--- config.mk ---
export PLATFORM = sky130hd
export DESIGN_NAME = mem_responder
export DESIGN_NICKNAME = d
export VERILOG_FILES = /design/src/rtl/mem_responder.sv
export SDC_FILE = /design/constraint.sdc
export NUM_CORES = 1
export LEC_CHECK = 0
export ABC_AREA = 1
export CAP_MARGIN = 20
export CORE_ASPECT_RATIO = 1.1
export CORE_MARGIN = 5
export CORE_UTILIZATION = 30
export CTS_CLUSTER_DIAMETER = 60
export DETAILED_ROUTE_END_ITERATION = 10
export DONT_BUFFER_PORTS = 1
export HOLD_SLACK_MARGIN = 0.02
export PLACE_DENSITY = 0.45
export SKIP_LAST_GASP = 1
export SYNTH_ARGS = -nofsm -noshare
export SYNTH_HDL_FRONTEND = slang
export SYNTH_SLANG_ARGS = --single-unit
--- constraint.sdc ---
create_clock -name clk -period 1.9 [get_ports clk]
set_input_delay 0.38 -clock clk [delete_from_list [all_inputs] [get_ports clk]]
set_output_delay 0.38 -clock clk [all_outputs]
set_load 0.01 [all_outputs]
--- src/rtl/mem_responder.sv ---
// Memory-side responder: routes CPU accesses to block RAM or a small MMIO bank (SW, LED, TMR, STAT).
// Latency: ready pulses 2 cycles after req is sampled, 3 for RAM reads; next access is sampled no sooner than the cycle after DONE.
// Backpressure: req is held until ready; inputs are latched in IDLE and ignored until the next IDLE.
module mem_responder #(
    parameter int               WIDTH     = 16,
    parameter int               RAM_AW    = 12,
    parameter int               SWL       = 10,
    parameter logic [WIDTH-1:0] MMIO_BASE = 16'hFFF0
) (
    input  logic              clk,
    input  logic              reset,
    input  logic              req,
    input  logic              we,
    input  logic [WIDTH-1:0]  addr,
    input  logic [WIDTH-1:0]  wdata,
    output logic [WIDTH-1:0]  rdata,
    output logic              ready,
    output logic [RAM_AW-1:0] ram_addr,
    output logic [WIDTH-1:0]  ram_din,
    output logic              ram_we,
    output logic              ram_en,
    input  logic [WIDTH-1:0]  ram_dout,
    input  logic [SWL-1:0]    switches,
    output logic [SWL-1:0]    leds,
    output logic              bad_addr
);

    typedef enum logic [1:0] {IDLE, ACCESS, WAIT, DONE} state_t;

    localparam logic [WIDTH-1:0] SW_A   = MMIO_BASE;
    localparam logic [WIDTH-1:0] LED_A  = MMIO_BASE + WIDTH'(1);
    localparam logic [WIDTH-1:0] TMR_A  = MMIO_BASE + WIDTH'(2);
    localparam logic [WIDTH-1:0] STAT_A = MMIO_BASE + WIDTH'(3);

    state_t           state;
    logic [WIDTH-1:0] lat_addr;
    logic             lat_we;
    logic [SWL-1:0]   sw_s1, sw_s2;
    logic [WIDTH-1:0] timer;
    logic [WIDTH-1:0] mmio_rd;

    logic req_ram, lat_ram, hit_sw, hit_led, hit_tmr, hit_stat, unmapped;
    logic in_access, tmr_clr, stat_clr, bad_set;

    assign req_ram   = (addr >> RAM_AW) == '0;
    assign lat_ram   = (lat_addr >> RAM_AW) == '0;
    assign hit_sw    = lat_addr == SW_A;
    assign hit_led   = lat_addr == LED_A;
    assign hit_tmr   = lat_addr == TMR_A;
    assign hit_stat  = lat_addr == STAT_A;
    assign unmapped  = !lat_ram && !(hit_sw || hit_led || hit_tmr || hit_stat);
    assign in_access = state == ACCESS;
    assign tmr_clr   = in_access && lat_we && hit_tmr;
    assign stat_clr  = in_access && lat_we && hit_stat;
    assign bad_set   = in_access && unmapped;

    always_comb begin
        mmio_rd = '0;
        if (hit_sw)
            mmio_rd = {{(WIDTH-SWL){1'b0}}, sw_s2};
        else if (hit_led)
            mmio_rd = {{(WIDTH-SWL){1'b0}}, leds};
        else if (hit_tmr)
            mmio_rd = timer;
        else if (hit_stat)
            mmio_rd = {{(WIDTH-1){1'b0}}, bad_addr};
    end

    always_ff @(posedge clk or negedge reset) begin
        if (!reset) begin
            state    <= IDLE;
            lat_addr <= '0;
            lat_we   <= 1'b0;
            rdata    <= '0;
            ready    <= 1'b0;
            leds     <= '0;
            timer    <= '0;
            bad_addr <= 1'b0;
            ram_en   <= 1'b0;
            ram_we   <= 1'b0;
            ram_addr <= '0;
            ram_din  <= '0;
            sw_s1    <= '0;
            sw_s2    <= '0;
        end else begin
            sw_s1 <= switches;
            sw_s2 <= sw_s1;
            timer <= tmr_clr ? '0 : timer + WIDTH'(1);
            // An unmapped access and a STAT clear cannot share one access, but set wins regardless.
            if (bad_set)
                bad_addr <= 1'b1;
            else if (stat_clr)
                bad_addr <= 1'b0;

            ready  <= 1'b0;
            ram_en <= 1'b0;
            ram_we <= 1'b0;

            case (state)
                IDLE: begin
                    if (req) begin
                        lat_addr <= addr;
                        lat_we   <= we;
                        ram_addr <= addr[RAM_AW-1:0];
                        ram_din  <= wdata;
                        ram_en   <= req_ram;
                        ram_we   <= we && req_ram;
                        state    <= ACCESS;
                    end
                end
                ACCESS: begin
                    if (lat_ram && !lat_we) begin
                        state <= WAIT;
                    end else begin
                        if (!lat_ram) begin
                            if (lat_we) begin
                                // ram_din doubles as the latched write data for MMIO
                                if (hit_led)
                                    leds <= ram_din[SWL-1:0];
                            end else begin
                                rdata <= mmio_rd;
                            end
                        end
                        ready <= 1'b1;
                        state <= DONE;
                    end
                end
                WAIT: begin
                    rdata <= ram_dout;
                    ready <= 1'b1;
                    state <= DONE;
                end
                DONE: state <= IDLE;
                default: state <= IDLE;
            endcase
        end
    end

endmodule

==> flow_summary_export.csv, run 1 <==
group,metric,value,unit
layout,final_common_cell,"dfrtp_1",
layout,instances_no_fill,661,
layout,antenna_cells,0,
setup_path,crit_path_start_kind,"register",
synthesis,syn_inst,471,
clock_tree,post_cts.repair.setup_buffers,0,
synthesis,ys_ff_latch,101,
layout,drive_gt1_share,15.8,%
route,first_iter_violations,182,
floorplan,core-area,0.0145,mm²
grt,overflow,0,
route,ant_nets,0,
layout,fin_util,34.0,%
floorplan,rows,46,
setup_path,slowest_stage,"dfrtp_1",
sta,worstMarginPinSlew,0.338,ns
layout,fillers,1563,
grt,grt_max_degree,102,
sta,slew_headroom,77.5,%
setup_path,path_buf_inv,0,
setup_path,cp.required,2.18,ns
synthesis,syn_avg_cell_area,9.46,µm²
hold_path,min_path_type,"input port to async pin",
layout,final_cell_mix,"dfrtp_1, nand2_1, nor2_1",
clock_tree,cts_buffer_depth,2,
sta,finalClockSkew,0.0135,ns
sta,rsz0062_at_grt,"no",
clock_tree,cts_root_buf,"clkbuf_16",
synthesis,synth.distinct_cells,29,
floorplan,initial_core_util,30.7,%
clock_tree,path_clk_slew,0.08,ns
status,violations,"hold timing",
placed_design,numPortBuffers,0,
setup_path,crit_chain,"nand2_1, nor2_1, nand2_2, nor2_2, nand3_1, nand2_1, nor2_1, o21ai_1",
sta,holdWs,-0.282,ns
setup_path,crit_type,"register to register",
setup_path,r2r_cells,8,
setup_path,cp-end-kind,"register",
clock_tree,clock_sinks,101,
route,vias,3013,
synthesis,synth.net_count,537,
clock_tree,clock_latency,0.36,ns
grt,antenna_found_initial,1,
sta,hold_viol_final,101,
layout,nets,530,
power_and_ir_drop,p_per_area,1460,mW/mm²
sta,finalCritPeriodShare,88.4,%
grt,grtUsageTotal,13.6,%
status,status,"finished, violations left",
setup_path,arrival,1.96,ns
floorplan,die_x,126,µm
sta,drv_slew,0,
route,wl,11100,µm
clock_tree,numCtsBuffers,9,
floorplan,num_io_pins,120,
floorplan,dieArea,0.0174,mm²
synthesis,seq_area_frac_synth,56.7,%
sta,min_period,1.68,ns
sta,setup_viol,0,
clock_tree,hold_buffers,1,
run,maxCapViolCount,0,
clock_tree,cts_tree,"done",
floorplan,die_height,138,µm
layout,fin_area,0.00492,mm²
setup_path,cp_max_fo,9,
placed_design,dp_cells,644,
route,drc_errors,0,
synthesis,ys_warn_count,0,
grt,grt_pass1_wl,18000,µm
route,drtPass1Iterations,4,
route,wl_per_cell,16.8,µm
clock_tree,ctsResizeCount,0,
grt,grt_pass1_vias,3237,
sta,fmax,0.595,GHz
setup_path,cpPeakStageDelay,0.42,ns
placed_design,dp_hpwl,8200,µm
placed_design,gp_congestion,0.834,
clock_tree,cts_max_level,3,
sta,finalSetupTns,0,ns
route,viasPerCell,4.56,
placed_design,placed_area,0.00460,mm²
synthesis,netlist_area,0.00445,mm²
power_and_ir_drop,p_leak,2.31,nW
layout,syn_to_final_growth,10.6,%
power_and_ir_drop,peakVddDrop,0.695,mV
setup_path,path_delay_family,"simple AND/OR/NAND/NOR gates",
setup_path,crit_cells,8,
-- routing by layer --
| layer | track usage (%) | part of all wire (%) |
|---|---|---|
| met1 | 17.2 | 45 |
| met2 | 21.2 | 46 |
| met3 | 5.43 | 7.1 |
| met4 | 4.47 | 1.5 |
| met5 | 0 | 0.063 |
-- sequential cells by signal, indices dropped and copies added (netlist names), 2 cells and up --
signal,cells
rdata,16
timer,16
leds,10
lat_addr,5
ram_addr,11
state,2
sw_s1,10
sw_s2,10
ram_din,16
-- final cells by class --
class | count | area [µm²] | share of cell area [%]
Sequential cell | 101 | 2530 | 51.3
Inverter | 48 | 180 | 3.66
Clock buffer | 11 | 253 | 5.13
Timing Repair Buffer | 9 | 82.6 | 1.68
Tap cell | 192 | 240 | 4.88
Multi-Input combinational cell | 295 | 1580 | 32.0
Clock inverter | 5 | 63.8 | 1.30
-- per-stage QoR --
| stage | power [mW] | setup slack [ns] |
|---|---|---|
| detailed placement | 5.30 | 0.240 |
| floorplan | 4.87 | 0.420 |
| CTS | 7.29 | 0.206 |
| finish | 7.18 | 0.220 |
| global route | 7.69 | 0.0472 |
| global placement | 5.25 | 0.256 |
-- cells in the mapped netlist, drive strengths merged --
| library cell | instances | area, µm² |
|---|---|---|
| or2 | 3 | 18.8 |
| nand4 | 3 | 18.8 |
| a31oi | 1 | 6.26 |
| nand3 | 25 | 145 |
| nand2 | 94 | 365 |
| a22o | 1 | 8.76 |
| nor2 | 59 | 262 |
| clkbuf | 5 | 18.8 |
| mux2 | 18 | 203 |
| buf | 22 | 153 |
| o21ai | 42 | 221 |
| nor3 | 8 | 62.6 |
| xor2 | 6 | 52.6 |
| ha | 4 | 50.1 |
| nor3b | 1 | 7.51 |
| inv | 48 | 180 |
| dfrtp | 101 | 2530 |
| a21oi | 29 | 145 |
| xnor2 | 1 | 8.76 |
-- final timing paths --
kind	start	to	slack (ns)
min	reset	rdata[5]	-0.28
min in group clk	switches[9]	sw_s1[9]	0.05
max in group asynchronous	reset	sw_s2[7]	2.04
max reg2reg	ram_addr[8]	rdata[6]	0.22
max	ram_addr[8]	rdata[6]	0.22
min reg2reg	sw_s1[5]	sw_s2[5]	0.34
-- cells by family (layout without fill, tap and decap cells) --
| family | count (synthesis) | after routing | synth area share (%) |
|---|---|---|---|
| buffers and inverters | 75 | 73 | 7.89 |
| muxes | 18 | 18 | 4.55 |
| adders and majority gates | 4 | 4 | 1.12 |
| DFF | 101 | 101 | 56.7 |
| and+or+nand+nor | 193 | 193 | 19.7 |
| AOI/OAI and AO/OA | 73 | 73 | 8.57 |
| xor gates and xnor gates | 7 | 7 | 1.38 |
-- report_power, final --
part           total [mW]  internal, mW  switching [mW]
Sequential           3.35          2.70           0.651
Combinational        1.87         0.726            1.15
Clock                1.96          1.11           0.849
Total                7.18          4.53            2.65
Power figures use the tool's default switching activity.
==> run 2: changes to the inputs <==
--- a/config.mk
+++ b/config.mk
@@ -9,12 +9,12 @@
 export CAP_MARGIN = 20
 export CORE_ASPECT_RATIO = 1.1
 export CORE_MARGIN = 5
-export CORE_UTILIZATION = 30
+export CORE_UTILIZATION = 35
 export CTS_CLUSTER_DIAMETER = 60
 export DETAILED_ROUTE_END_ITERATION = 10
 export DONT_BUFFER_PORTS = 1
 export HOLD_SLACK_MARGIN = 0.02
-export PLACE_DENSITY = 0.45
+export PLACE_DENSITY = 0.5
 export SKIP_LAST_GASP = 1
 export SYNTH_ARGS = -nofsm -noshare
 export SYNTH_HDL_FRONTEND = slang
==> constraint.sdc (replaced) <==
create_clock -name clk -period 2.05 [get_ports clk]
set_input_delay 0.41 -clock clk [delete_from_list [all_inputs] [get_ports clk]]
set_output_delay 0.41 -clock clk [all_outputs]
set_load 0.01 [all_outputs]
==> run 2 against run 1 <==
  * The flow still finishes with violations (hold timing)
  * Worst setup slack improved by 0.082 ns
  * Non-clock buffer count decreased by 2
  * First-iteration DRC count increased by 2.2%
  * Flip-flop and latch count unchanged
  * Cell count decreased by 5.7%
  * Core utilization increased by 4.8 points
  * Via count grew 0.63%
  * Final area down 1.3%
  * Clock-buffer cell count fell by 1
  * Register-to-register slack improved by 0.08 ns
  * Clock power is 9% lower
  * Fmax shrank 3.9%
  * Critical path type unchanged
  * Largest cell class unchanged
  * Largest power group unchanged
==> flow_summary_export.csv, run 2 (synthesized netlist as in run 1, its figures left out) <==
group,metric,value,unit
clock_tree,cts_buffer_depth,2,
layout,final_cell_mix,"dfrtp_1, nand2_1, nor2_1",
status,status,"finished, violations left",
clock_tree,clock_latency,0.34,ns
grt,grtUsageMet2,23.0,%
grt,gr-max-usage-layer,"met2",
sta,slew_headroom,68.7,%
floorplan,rows,43,
sta,finalClockSkew,0.00631,ns
sta,worstMarginPinSlew,0.468,ns
setup_path,slowest_stage,"dfrtp_1",
grt,grt_max_degree,102,
sta,finalSetupTns,0,ns
floorplan,dieArea,0.0151,mm²
clock_tree,cts_max_level,3,
clock_tree,path_clk_slew,0.06,ns
power_and_ir_drop,finalPower,6.58,mW
route,ant_nets,0,
floorplan,die_x,118,µm
clock_tree,cts_tree,"done",
sta,fmax,0.572,GHz
sta,fin_ws,0.302,ns
sta,drv_slew,0,
setup_path,cp-end-kind,"register",
setup_path,crit_type,"register to register",
floorplan,num_io_pins,120,
sta,min_period,1.75,ns
route,viasPerCell,4.87,
placed_design,dp_hpwl,7850,µm
sta,rsz0062_at_grt,"no",
route,first_iter_violations,186,
clock_tree,ctsResizeCount,0,
sta,hold_viol_final,101,
route,wl,10400,µm
floorplan,die_height,128,µm
clock_tree,post_cts.repair.setup_buffers,0,
setup_path,arrival,2.01,ns
floorplan,initial_core_util,35.5,%
sta,finalCritPeriodShare,85.3,%
layout,fin_area,0.00486,mm²
setup_path,cp.required,2.32,ns
sta,setup_viol,0,
setup_path,crit_path_start_kind,"register",
grt,antenna_found_initial,1,
status,violations,"hold timing",
placed_design,place_ws,0.303,ns
layout,drive_gt1_share,15.5,%
power_and_ir_drop,p_per_area,1350,mW/mm²
hold_path,min_path_type,"input port to async pin",
grt,grtUsageTotal,14.5,%
layout,nets,528,
clock_tree,clock_sinks,101,
layout,syn_to_final_growth,9.13,%
setup_path,worstReg2RegStart,"ram_addr[9]",
route,vias,3032,
layout,reg_top3,"ram_din: 16 flops, rdata: 16 flops, timer: 16 flops",
run,maxCapViolCount,0,
grt,overflow,0,
power_and_ir_drop,p_leak,2.31,nW
power_and_ir_drop,peakVddDrop,0.679,mV
grt,use_met1,17.9,%
clock_tree,cts_root_buf,"clkbuf_16",
placed_design,numPortBuffers,0,
layout,antenna_cells,0,
route,drtPass1Iterations,4,
setup_path,crit_chain,"nand2_1, nor2_1, nand2_2, nor3_4, nand2_1, o21ai_0, nor2_1, o21ai_1",
sta,holdWs,-0.237,ns
placed_design,placed_area,0.00455,mm²
setup_path,r2r_end,"rdata[8]",
floorplan,core-area,0.0125,mm²
setup_path,cp_max_fo,12,
grt,grtUsageMet3,5.21,%
grt,grt_pass1_vias,3136,
setup_path,r2r_cells,8,
setup_path,r2r_slack,0.30,ns
grt,grt_pass1_wl,17100,µm
route,drc_errors,0,
layout,final_common_cell,"dfrtp_1",
clock_tree,numCtsBuffers,9,
route,wl_per_cell,16.8,µm
setup_path,cpPeakStageDelay,0.41,ns
placed_design,gp_congestion,0.835,
run 2: changes by cell type in the layout (fill, tap and decap cells not counted):
cell	before	now
buf_4	7	6
bufinv_16	1	2
clkbuf_8	2	1
clkinv_2	0	3
clkinvlp_4	1	0
dlygate4sd3_1	1	0
inv_6	3	0
run 2: worst max-delay path: cells and delay by family (launching register included):
kind	cells	cell delay, ns
simple gates	6	1.03
flops	1	0.41
compound gates	2	0.23
run 2: routing by layer:
layer	up-vias	routed length, µm
met5	-	13
met4	2	282
met3	20	699
met2	85	4910
met1	1453	4530
li1	1472	-
run 2: how the worst max path moves through the flow:
stage | end | from | slack (ns) | cells after the start
finish | rdata[8] | ram_addr[9] | 0.30 | 8
global placement | rdata[8] | ram_addr[8] | 0.37 | 8
detailed placement | rdata[8] | ram_addr[9] | 0.30 | 8
floorplan | rdata[6] | state[0] | 0.57 | 10
global route | rdata[8] | ram_addr[9] | 0.05 | 8
CTS | rdata[8] | ram_addr[9] | 0.29 | 8
run 2: cell type report:
| class | count | area [µm²] |
|---|---|---|
| Fill cell | 1267 | 7670 |
| Tap cell | 157 | 196 |
| Sequential cell | 101 | 2530 |
| Inverter | 48 | 180 |
| Clock inverter | 5 | 75.1 |
| Timing Repair Buffer | 7 | 65.1 |
| Multi-Input combinational cell | 295 | 1580 |
| Clock buffer | 10 | 239 |
run 2: power breakdown:
group          internal (mW)  switching, mW  total, mW
Sequential              2.50          0.593       3.09
Combinational          0.670           1.04       1.71
Clock                   1.09          0.692       1.78
run 2: through the flow:
step	instances	util, %
3_5_place_dp	608	36.3
5_1_grt	623	38.8
2_1_floorplan	471	-
6_report	623	38.8
3_3_place_gp	608	36.3
4_1_cts	623	38.8
